File: src/rtl/pipe_hazard_ctrl_pkg.sv
// Shared pipeline hazard definitions: sequencer state encoding and the
// register-dependency match helper used by the hazard controller.
package pipe_hazard_ctrl_pkg;

  typedef enum logic [1:0] {
    RUN      = 2'd0,
    BR_STALL = 2'd1,
    MEM_WAIT = 2'd2
  } hz_state_t;

  localparam logic [4:0] REG_ZERO = 5'd0;

  // True when dst feeds rs, or rt when the consumer actually reads rt; r0 never matches.
  function automatic logic reg_match(input logic [4:0] dst,
                                     input logic [4:0] rs,
                                     input logic [4:0] rt,
                                     input logic       uses_rt);
    return (dst != REG_ZERO) && ((dst == rs) || (uses_rt && (dst == rt)));
  endfunction

endpackage

File: src/rtl/pipe_hazard_ctrl_perf_cnt.sv
// Stall/flush performance counters (two enabled, wrapping counters).
// Built only when HAZARD_PERF_CNT_EN is defined.
`ifdef HAZARD_PERF_CNT_EN
module hz_perf_cnt #(
  parameter int CNT_W = 16
) (
  input  logic             clk,
  input  logic             rst_n,
  input  logic             stall_inc,
  input  logic             flush_inc,
  output logic [CNT_W-1:0] stall_cnt,
  output logic [CNT_W-1:0] flush_cnt
);

  // Free-running event counters, wrapping naturally at 2^CNT_W.
  always_ff @(posedge clk or negedge rst_n) begin
    if (!rst_n) begin
      stall_cnt <= '0;
      flush_cnt <= '0;
    end else begin
      if (stall_inc) begin
        stall_cnt <= stall_cnt + CNT_W'(1);
      end
      if (flush_inc) begin
        flush_cnt <= flush_cnt + CNT_W'(1);
      end
    end
  end

endmodule
`endif

File: src/rtl/pipe_hazard_ctrl.sv
// Hazard and stall sequencer for the 5-stage pipeline (load-use, branch operand,
// taken-branch flush, data-memory wait). Optional counters: HAZARD_PERF_CNT_EN.
module pipe_hazard_ctrl
  import pipe_hazard_ctrl_pkg::*;
#(
  parameter int MEM_TIMEOUT = 255,
  parameter int CNT_W       = 16
) (
  input  logic             clk_i,
  input  logic             rst_n_i,
  input  logic [4:0]       id_rsaddr_i,
  input  logic [4:0]       id_rtaddr_i,
  input  logic             id_uses_rt_i,
  input  logic             id_is_branch_i,
  input  logic             id_branch_taken_i,
  input  logic             ex_memread_i,
  input  logic             ex_regwrite_i,
  input  logic [4:0]       ex_rdaddr_i,
  input  logic             mem_memread_i,
  input  logic             mem_regwrite_i,
  input  logic [4:0]       mem_rdaddr_i,
  input  logic             mem_access_i,
  input  logic             dmem_busy_i,
  output logic             pc_write_o,
  output logic             if_id_write_o,
  output logic             id_ex_write_o,
  output logic             ex_mem_write_o,
  output logic             if_id_flush_o,
  output logic             id_ex_bubble_o,
  output logic             mem_wb_bubble_o,
  output logic             err_o,
  output logic [CNT_W-1:0] stall_cnt_o,
  output logic [CNT_W-1:0] flush_cnt_o
);

  localparam int              TO_W   = (MEM_TIMEOUT < 2) ? 1 : $clog2(MEM_TIMEOUT + 1);
  localparam logic [TO_W-1:0] TO_MAX = TO_W'(MEM_TIMEOUT);
  localparam bit              TO_EN  = (MEM_TIMEOUT != 0);

  hz_state_t       state_r;
  hz_state_t       state_nxt_s;
  logic [TO_W-1:0] to_cnt_r;
  logic [TO_W-1:0] to_cnt_nxt_s;
  logic            err_r;
  logic            err_nxt_s;
  logic            hz_ex_s;
  logic            hz_mem_s;
  logic            freeze_s;
  logic            load_use_s;
  logic            br_hz_s;
  logic            unused_s;

  // MEM-stage write-back flag carries no hazard information for this controller.
  assign unused_s = mem_regwrite_i;

  assign hz_ex_s    = reg_match(ex_rdaddr_i, id_rsaddr_i, id_rtaddr_i, id_uses_rt_i);
  assign hz_mem_s   = reg_match(mem_rdaddr_i, id_rsaddr_i, id_rtaddr_i, id_uses_rt_i);
  assign freeze_s   = dmem_busy_i & (mem_access_i | (state_r == MEM_WAIT));
  assign load_use_s = ex_memread_i & hz_ex_s;
  assign br_hz_s    = id_is_branch_i & ((ex_regwrite_i & hz_ex_s) | (mem_memread_i & hz_mem_s));

  // Prioritised pipeline-control decode and next-state selection.
  always_comb begin
    pc_write_o      = 1'b1;
    if_id_write_o   = 1'b1;
    id_ex_write_o   = 1'b1;
    ex_mem_write_o  = 1'b1;
    if_id_flush_o   = 1'b0;
    id_ex_bubble_o  = 1'b0;
    mem_wb_bubble_o = 1'b0;
    state_nxt_s     = RUN;
    if (!rst_n_i) begin
      pc_write_o      = 1'b0;
      if_id_write_o   = 1'b0;
      id_ex_write_o   = 1'b0;
      ex_mem_write_o  = 1'b0;
      if_id_flush_o   = 1'b1;
      id_ex_bubble_o  = 1'b1;
      mem_wb_bubble_o = 1'b1;
    end else if (freeze_s) begin
      pc_write_o      = 1'b0;
      if_id_write_o   = 1'b0;
      id_ex_write_o   = 1'b0;
      ex_mem_write_o  = 1'b0;
      mem_wb_bubble_o = 1'b1;
      state_nxt_s     = MEM_WAIT;
    end else if (load_use_s || br_hz_s || (state_r == BR_STALL)) begin
      // A load feeding a branch needs a second bubble, taken via BR_STALL.
      pc_write_o     = 1'b0;
      if_id_write_o  = 1'b0;
      id_ex_bubble_o = 1'b1;
      state_nxt_s    = (load_use_s && id_is_branch_i) ? BR_STALL : RUN;
    end else if (id_branch_taken_i) begin
      if_id_flush_o = 1'b1;
    end else begin
      state_nxt_s = RUN;
    end
  end

  // Memory-wait timeout: saturating run-length of freeze cycles and sticky error.
  always_comb begin
    to_cnt_nxt_s = '0;
    err_nxt_s    = err_r;
    if (freeze_s) begin
      to_cnt_nxt_s = (to_cnt_r != TO_MAX) ? (to_cnt_r + TO_W'(1)) : to_cnt_r;
    end else begin
      to_cnt_nxt_s = '0;
    end
    if (TO_EN && freeze_s && (to_cnt_nxt_s == TO_MAX)) begin
      err_nxt_s = 1'b1;
    end else begin
      err_nxt_s = err_r;
    end
  end

  // Sequencer state, timeout counter and error flag.
  always_ff @(posedge clk_i or negedge rst_n_i) begin
    if (!rst_n_i) begin
      state_r  <= RUN;
      to_cnt_r <= '0;
      err_r    <= 1'b0;
    end else begin
      state_r  <= state_nxt_s;
      to_cnt_r <= to_cnt_nxt_s;
      err_r    <= err_nxt_s;
    end
  end

  assign err_o = err_r;

`ifdef HAZARD_PERF_CNT_EN
  hz_perf_cnt #(
    .CNT_W(CNT_W)
  ) u_perf_cnt (
    .clk       (clk_i),
    .rst_n     (rst_n_i),
    .stall_inc (~pc_write_o),
    .flush_inc (if_id_flush_o),
    .stall_cnt (stall_cnt_o),
    .flush_cnt (flush_cnt_o)
  );
`else
  assign stall_cnt_o = '0;
  assign flush_cnt_o = '0;
`endif

endmodule

File: config.mk
export PLATFORM = sky130hd
export DESIGN_NAME = pipe_hazard_ctrl
export DESIGN_NICKNAME = d
export VERILOG_FILES = /design/src/rtl/pipe_hazard_ctrl_pkg.sv /design/src/rtl/pipe_hazard_ctrl_perf_cnt.sv /design/src/rtl/pipe_hazard_ctrl.sv
export SDC_FILE = /design/constraint.sdc
export NUM_CORES = 1
export LEC_CHECK = 0
export CORE_MARGIN = 4
export CORE_UTILIZATION = 40
export DETAILED_ROUTE_END_ITERATION = 10
export PLACE_DENSITY = 0.86
export SKIP_CTS_REPAIR_TIMING = 1
export SLEW_MARGIN = 20
export SYNTH_ARGS = -nofsm -noshare
export SYNTH_HDL_FRONTEND = slang
export SYNTH_SLANG_ARGS = --single-unit
export TNS_END_PERCENT = 10
File: constraint.sdc
create_clock -name clk_i -period 3.3 [get_ports clk_i]
set_clock_uncertainty 0.05 [all_clocks]
set_input_delay 0.66 -clock clk_i [delete_from_list [all_inputs] [get_ports clk_i]]
set_output_delay 0.66 -clock clk_i [all_outputs]
set_load 0.05 [all_outputs]
Word-level counts from Yosys, hierarchy flattened
Cells that the tools add are included.
Operators by class
  add/sub/neg operators: 1
  multiply operators: 0
  divide/modulo/power cells: 0
  order comparisons: 0
  equal/unequal tests: 8
  shift operators: 0
  multiplexer cells: 20
  bitwise operators: 7
  reduce and logical (&&, ||, !) cells: 12
Operators with widths (number)
  $eq 5x5->1: 4
  $mux 1: 16
  $mux 8: 2
  $reduce_bool 5->1: 2
  $add 8x1->8 const B: 1
  $eq 8x8->1 const B: 1
  $ne 8x8->1 const B: 1
  $logic_and 1x1->1: 6
  $and 1x1->1: 5
  $logic_or 1x1->1: 4
  $mux 2: 2
  $eq 2x1->1 const B: 1
  $eq 2x2->1 const B: 1
  $or 1x1->1: 2
Word-level totals
  flip-flop bits (word level): 11
  latch bits: 0
  bits in writable memories: 0
  bits in read-only memories: 0
  input bits: 31
  output and inout bits: 40
  memories: 0

Logic depth before layout (Yosys ltp)
  depth after elaboration: 12
  mapped depth: 6

Worst setup path after synthesis
Ideal clock, no wire load.
  path kind: input -> output
  start: input port mem_access_i
  end: output port pc_write_o
  arrival: 2972 ps
  required time: 2590 ps
  setup slack: -382 ps
  stages: 5
  path buffers: 2
  path through: o21ai_1 > buf_2 > nand2_1 > nor3_1 > buf_4
On the way
  cells in the longest elaborated chain, start to end: 4
Ends and longest elaborated chain
  from (decl): RTL line pipe_hazard_ctrl.sv:22  | input logic mem_access_i,
  $or 1x1->1: RTL line pipe_hazard_ctrl.sv:58  | assign freeze_s = dmem_busy_i & (mem_access_i | (state_r == MEM_WAIT));
  $and 1x1->1: RTL line pipe_hazard_ctrl.sv:58
  $mux 1 (2 in a row)
  to (decl): RTL line pipe_hazard_ctrl.sv:24  | output logic pc_write_o,
No other way between the ends.

Worst setup path after layout
  start: input port id_rtaddr_i[0]
  end: output port if_id_flush_o
On the way
  cells in the longest elaborated chain, start to end: 12
  elaborated cells between the ends (all ways): 18
Ends and longest elaborated chain
  from (decl): RTL line pipe_hazard_ctrl.sv:12  | input logic [4:0] id_rtaddr_i,
  $eq 5x5->1: RTL line pipe_hazard_ctrl_pkg.sv:18  | return (dst != REG_ZERO) && ((dst == rs) || (uses_rt && (dst == rt)));
  $logic_and 1x1->1: RTL line pipe_hazard_ctrl_pkg.sv:18
  $logic_or 1x1->1: RTL line pipe_hazard_ctrl_pkg.sv:18
  $logic_and 1x1->1: RTL line pipe_hazard_ctrl_pkg.sv:18
  $and 1x1->1: RTL line pipe_hazard_ctrl.sv:60  | assign br_hz_s = id_is_branch_i & ((ex_regwrite_i & hz_ex_s) | (mem_memread_i & hz_mem_s));
  $or 1x1->1: RTL line pipe_hazard_ctrl.sv:60
  $and 1x1->1: RTL line pipe_hazard_ctrl.sv:60
  $logic_or 1x1->1 (*) (2 in a row): RTL line pipe_hazard_ctrl.sv:87  | end else if (load_use_s || br_hz_s || (state_r == BR_STALL)) begin
  $mux 1 (*): RTL line pipe_hazard_ctrl.sv:87
  $mux 1 (*): RTL line pipe_hazard_ctrl.sv:80  | end else if (freeze_s) begin
  $mux 1 (*): RTL line pipe_hazard_ctrl.sv:72  | if (!rst_n_i) begin
  to (decl): RTL line pipe_hazard_ctrl.sv:28  | output logic if_id_flush_o,
Every way passes the cells marked *; elsewhere a longest branch is shown, timed or not.

==> run_results.csv <==
group,metric,value,unit
timing,tightest_slew,0.495,ns
synth,synth.top_cells.by_area,"dfrtp_1 24%, buf_4 23%, xor2_1 8.6%",
global_route,grt_pass1_wl,4210,um
synth,netlist.area_leader.share,24.5,%
power,sequentialPowerShare,30.4,%
worst_setup_path,crit_slowest_cell,"clkdlybuf4s50_1",
finish,final_cell_mix,"32 x conb_1, 30 x clkdlybuf4s50_1, 11 x xor2_1, 11 x dfrtp_1",
global_route,grt_max_degree,12,
clock_tree,cts_made_buffers,3,
worst_setup_path,regToRegStartpoint,"to_cnt_r[0]",
finish,stdcell_area,1510,sq um
detailed_routing,drc,0,
worst_setup_path,ff2ff_path_depth,6,
global_route,antenna_found_initial,0,
timing,period_needed,3.20,ns
worst_setup_path,path_class,"input pin to output pin",
timing,slew_viol_final,0,
finish,drive_above_1_share,13.3,%
power,p_comb_share,49.3,%
detailed_routing,viasPerCell,4.69,
worst_hold_path,hp-start,"err_o",
floorplan,core,2570,sq um
worst_setup_path,path_cells,"clkdlybuf4s50_1, xor2_1, nor4_1, a32oi_1, o22ai_1, o31ai_1, buf_4, buf_12",
global_route,grt_pass1_vias,928,
worst_hold_path,min_to,"err_o",
synth,yosysWarnings,0,
clock_tree,cts_sinks,11,
floorplan,die_w,61.0,um
timing,max_slew_margin,66.9,%
placed_design,placedInstanceArea,1480,sq um
worst_setup_path,r2r-end,"err_o",
worst_setup_path,cp-start-kind,"input pin",
clock_tree,cts_htree_levels,1,
clock_tree,cts_root_buf,"clkbuf_4",
placed_design,port_buffers,37,
synth,synth_area_leader_cell,"dfrtp_1",
finish,fin_util,58.8,%
power,sw_frac_of_total,42.9,%
timing,fmax,0.312,GHz
worst_setup_path,path_max_fanout,3,
placed_design,routabilityCongestion,0.878,
worst_setup_path,arrival,2.49,ns
synth,async_reset_ff_share,100,%
synth,synth_flop_cell,"dfrtp_1",
power,switchingPower,0.196,mW
worst_setup_path,required,2.59,ns
finish,multi_input_area,688,sq um
floorplan,rows,18,
power,p_leak,0.706,nW
power,p_int,0.261,mW
detailed_routing,wl_per_cell,12.8,um
floorplan,initial_core_util,43.8,%
detailed_routing,vias,984,
run_status,status,"completed",
finish,fillers,229,
power,cellPowerDensity,303,nW/um^2
synth,synthCells,137,
floorplan,die_area,3720,sq um
synth,synth.cell_area,1120,sq um
floorplan,io_pins,71,
detailed_routing,first_iter_violations,23,
clock_tree,clkSlewWorstSetupHoldPaths,0.07,ns
detailed_routing,first_pass_iters,4,
timing,postLayoutSetupSlackWorst,0.0984,ns
worst_setup_path,critPathCaptureType,"output pin",
detailed_routing,drtAntennaViolNets,0,
synth,synth_edf_count,0,
power,power_frac_clock,20.3,%
finish,final_nets,213,
floorplan,die_h,61.0,um
timing,rsz0062_at_grt,"false",
finish,area_delta_synth_final,34.3,%
timing,hold_violations,0,
synth,synth-seq-area-share,24.5,%
finish,final_common_cell,"conb_1",
clock_tree,clock_latency,0.27,ns
global_route,track_usage,15.3,%
timing,period_share,97.0,%
worst_setup_path,ff2ff_setup_slack,1.46,ns
clock_tree,clk_path_buf_depth,2,
finish,diodes,0,
clock_tree,cts_tree,"done",
global_route,gr-total-overflow,0,
synth,synth_seq_cells,11,
job,maxCapViolCount,0,
placed_design,place_ws,0.0794,ns
finish,final-seq-area,275,sq um
detailed_routing,routed_wl,2690,um
worst_setup_path,crit_path_max_incr_delay,0.49,ns
worst_hold_path,hold_class,"flip-flop to flip-flop",
power,peakVddDrop,0.190,mV
timing,setup_viol,0,
placed_design,hpwl,2340,um
synth,synth.distinct_cells,37,
worst_hold_path,worstHoldPathCells,1,
timing,tns,0,ns
synth,syn_area_per_cell,8.21,sq um
## state kept, by name, indices dropped and copies added, names as in the netlist
name / count
state_r: 2
to_cnt_r: 8
err_o: 1
## power by group through the flow
stage	logic [mW]	registers, mW	clock network (mW)
after floorplan	0.172	0.141	0
final	0.225	0.139	0.0928
after global placement	0.222	0.142	0
after detailed placement	0.224	0.142	0
after CTS	0.225	0.139	0.0959
after global routing	0.238	0.139	0.101
## worst max-delay path, delay by kind of cell
kind                      cells  cell delay (ns)
and+or+nand+nor               1             0.29
buffers and inverters         3             0.78
xor gates and xnor gates      1             0.20
AOI/OAI and AO/OA             3             0.56
## synth_stat cells (2+ instances only)
library cell and number:
dfrtp_1 11, a31oi_1 2, nand2_1 10, nand4_1 2
nor2_1 7, and3_2 3, a21oi_1 4, and3_1 3
xor2_1 11, nand3_1 3, buf_4 34, nor3_1 7
inv_1 6, o21ai_0 2, xnor2_1 10
## metrics by stage
stage	hold WS (ns)	power, mW	std cells
finish	0.436	0.457	210
global route	0.478	0.479	210
CTS	0.439	0.460	210
detailed placement	0.416	0.366	206
global placement	0.400	0.364	206
floorplan	0.314	0.314	168
## kinds of logic (layout without fill, tap and decap cells)
group                    Yosys count  in the layout  share of synthesized area (%)
AND/OR/NAND/NOR                   44             44                           21.8
other                              1             32                          0.333
adder cells (fa/ha/maj)            1              1                           1.11
flip-flops                        11             11                           24.5
AO/OA/AOI/OAI                     18             18                           10.8
XOR/XNOR                          21             21                           16.4
buffers and inverters             41             53                           25.1
## per-layer routing
metal | wire length (um) | global-route usage (%) | part of all wire [%] | vias up
li1 | - | - | - | 497
met1 | 1120 | 20.8 | 42 | 440
met2 | 1330 | 24.5 | 50 | 42
met3 | 192 | 2.31 | 7.2 | 5
met4 | 42 | 5.57 | 1.6 | 0
met5 | 0 | 0 | 0 | -
## how the worst max path moves through the flow
| stage | cells past startpoint | slack, ns | to | startpoint |
|---|---|---|---|---|
| 2_1_floorplan | 4 | -0.1 | if_id_flush_o | mem_rdaddr_i[1] |
| 3_3_place_gp | 7 | 0.04 | if_id_flush_o | mem_rdaddr_i[3] |
| 3_5_place_dp | 7 | 0.08 | if_id_flush_o | mem_rdaddr_i[3] |
| 4_1_cts | 7 | 0.07 | if_id_flush_o | mem_rdaddr_i[2] |
| 5_1_grt | 7 | 0.02 | if_id_flush_o | mem_rdaddr_i[3] |
| 6_report | 8 | 0.1 | if_id_flush_o | id_rtaddr_i[0] |
## layout make-up
cell class / instances / area share [%]
clock buffer: 4 / 1.74
tap: 30 / 2.49
sequential: 11 / 18.2
multi-input combinational: 116 / 45.6
inverter: 6 / 1.49
timing repair buffer: 43 / 30.5
Note: power is estimated with default switching activity, not from simulation.
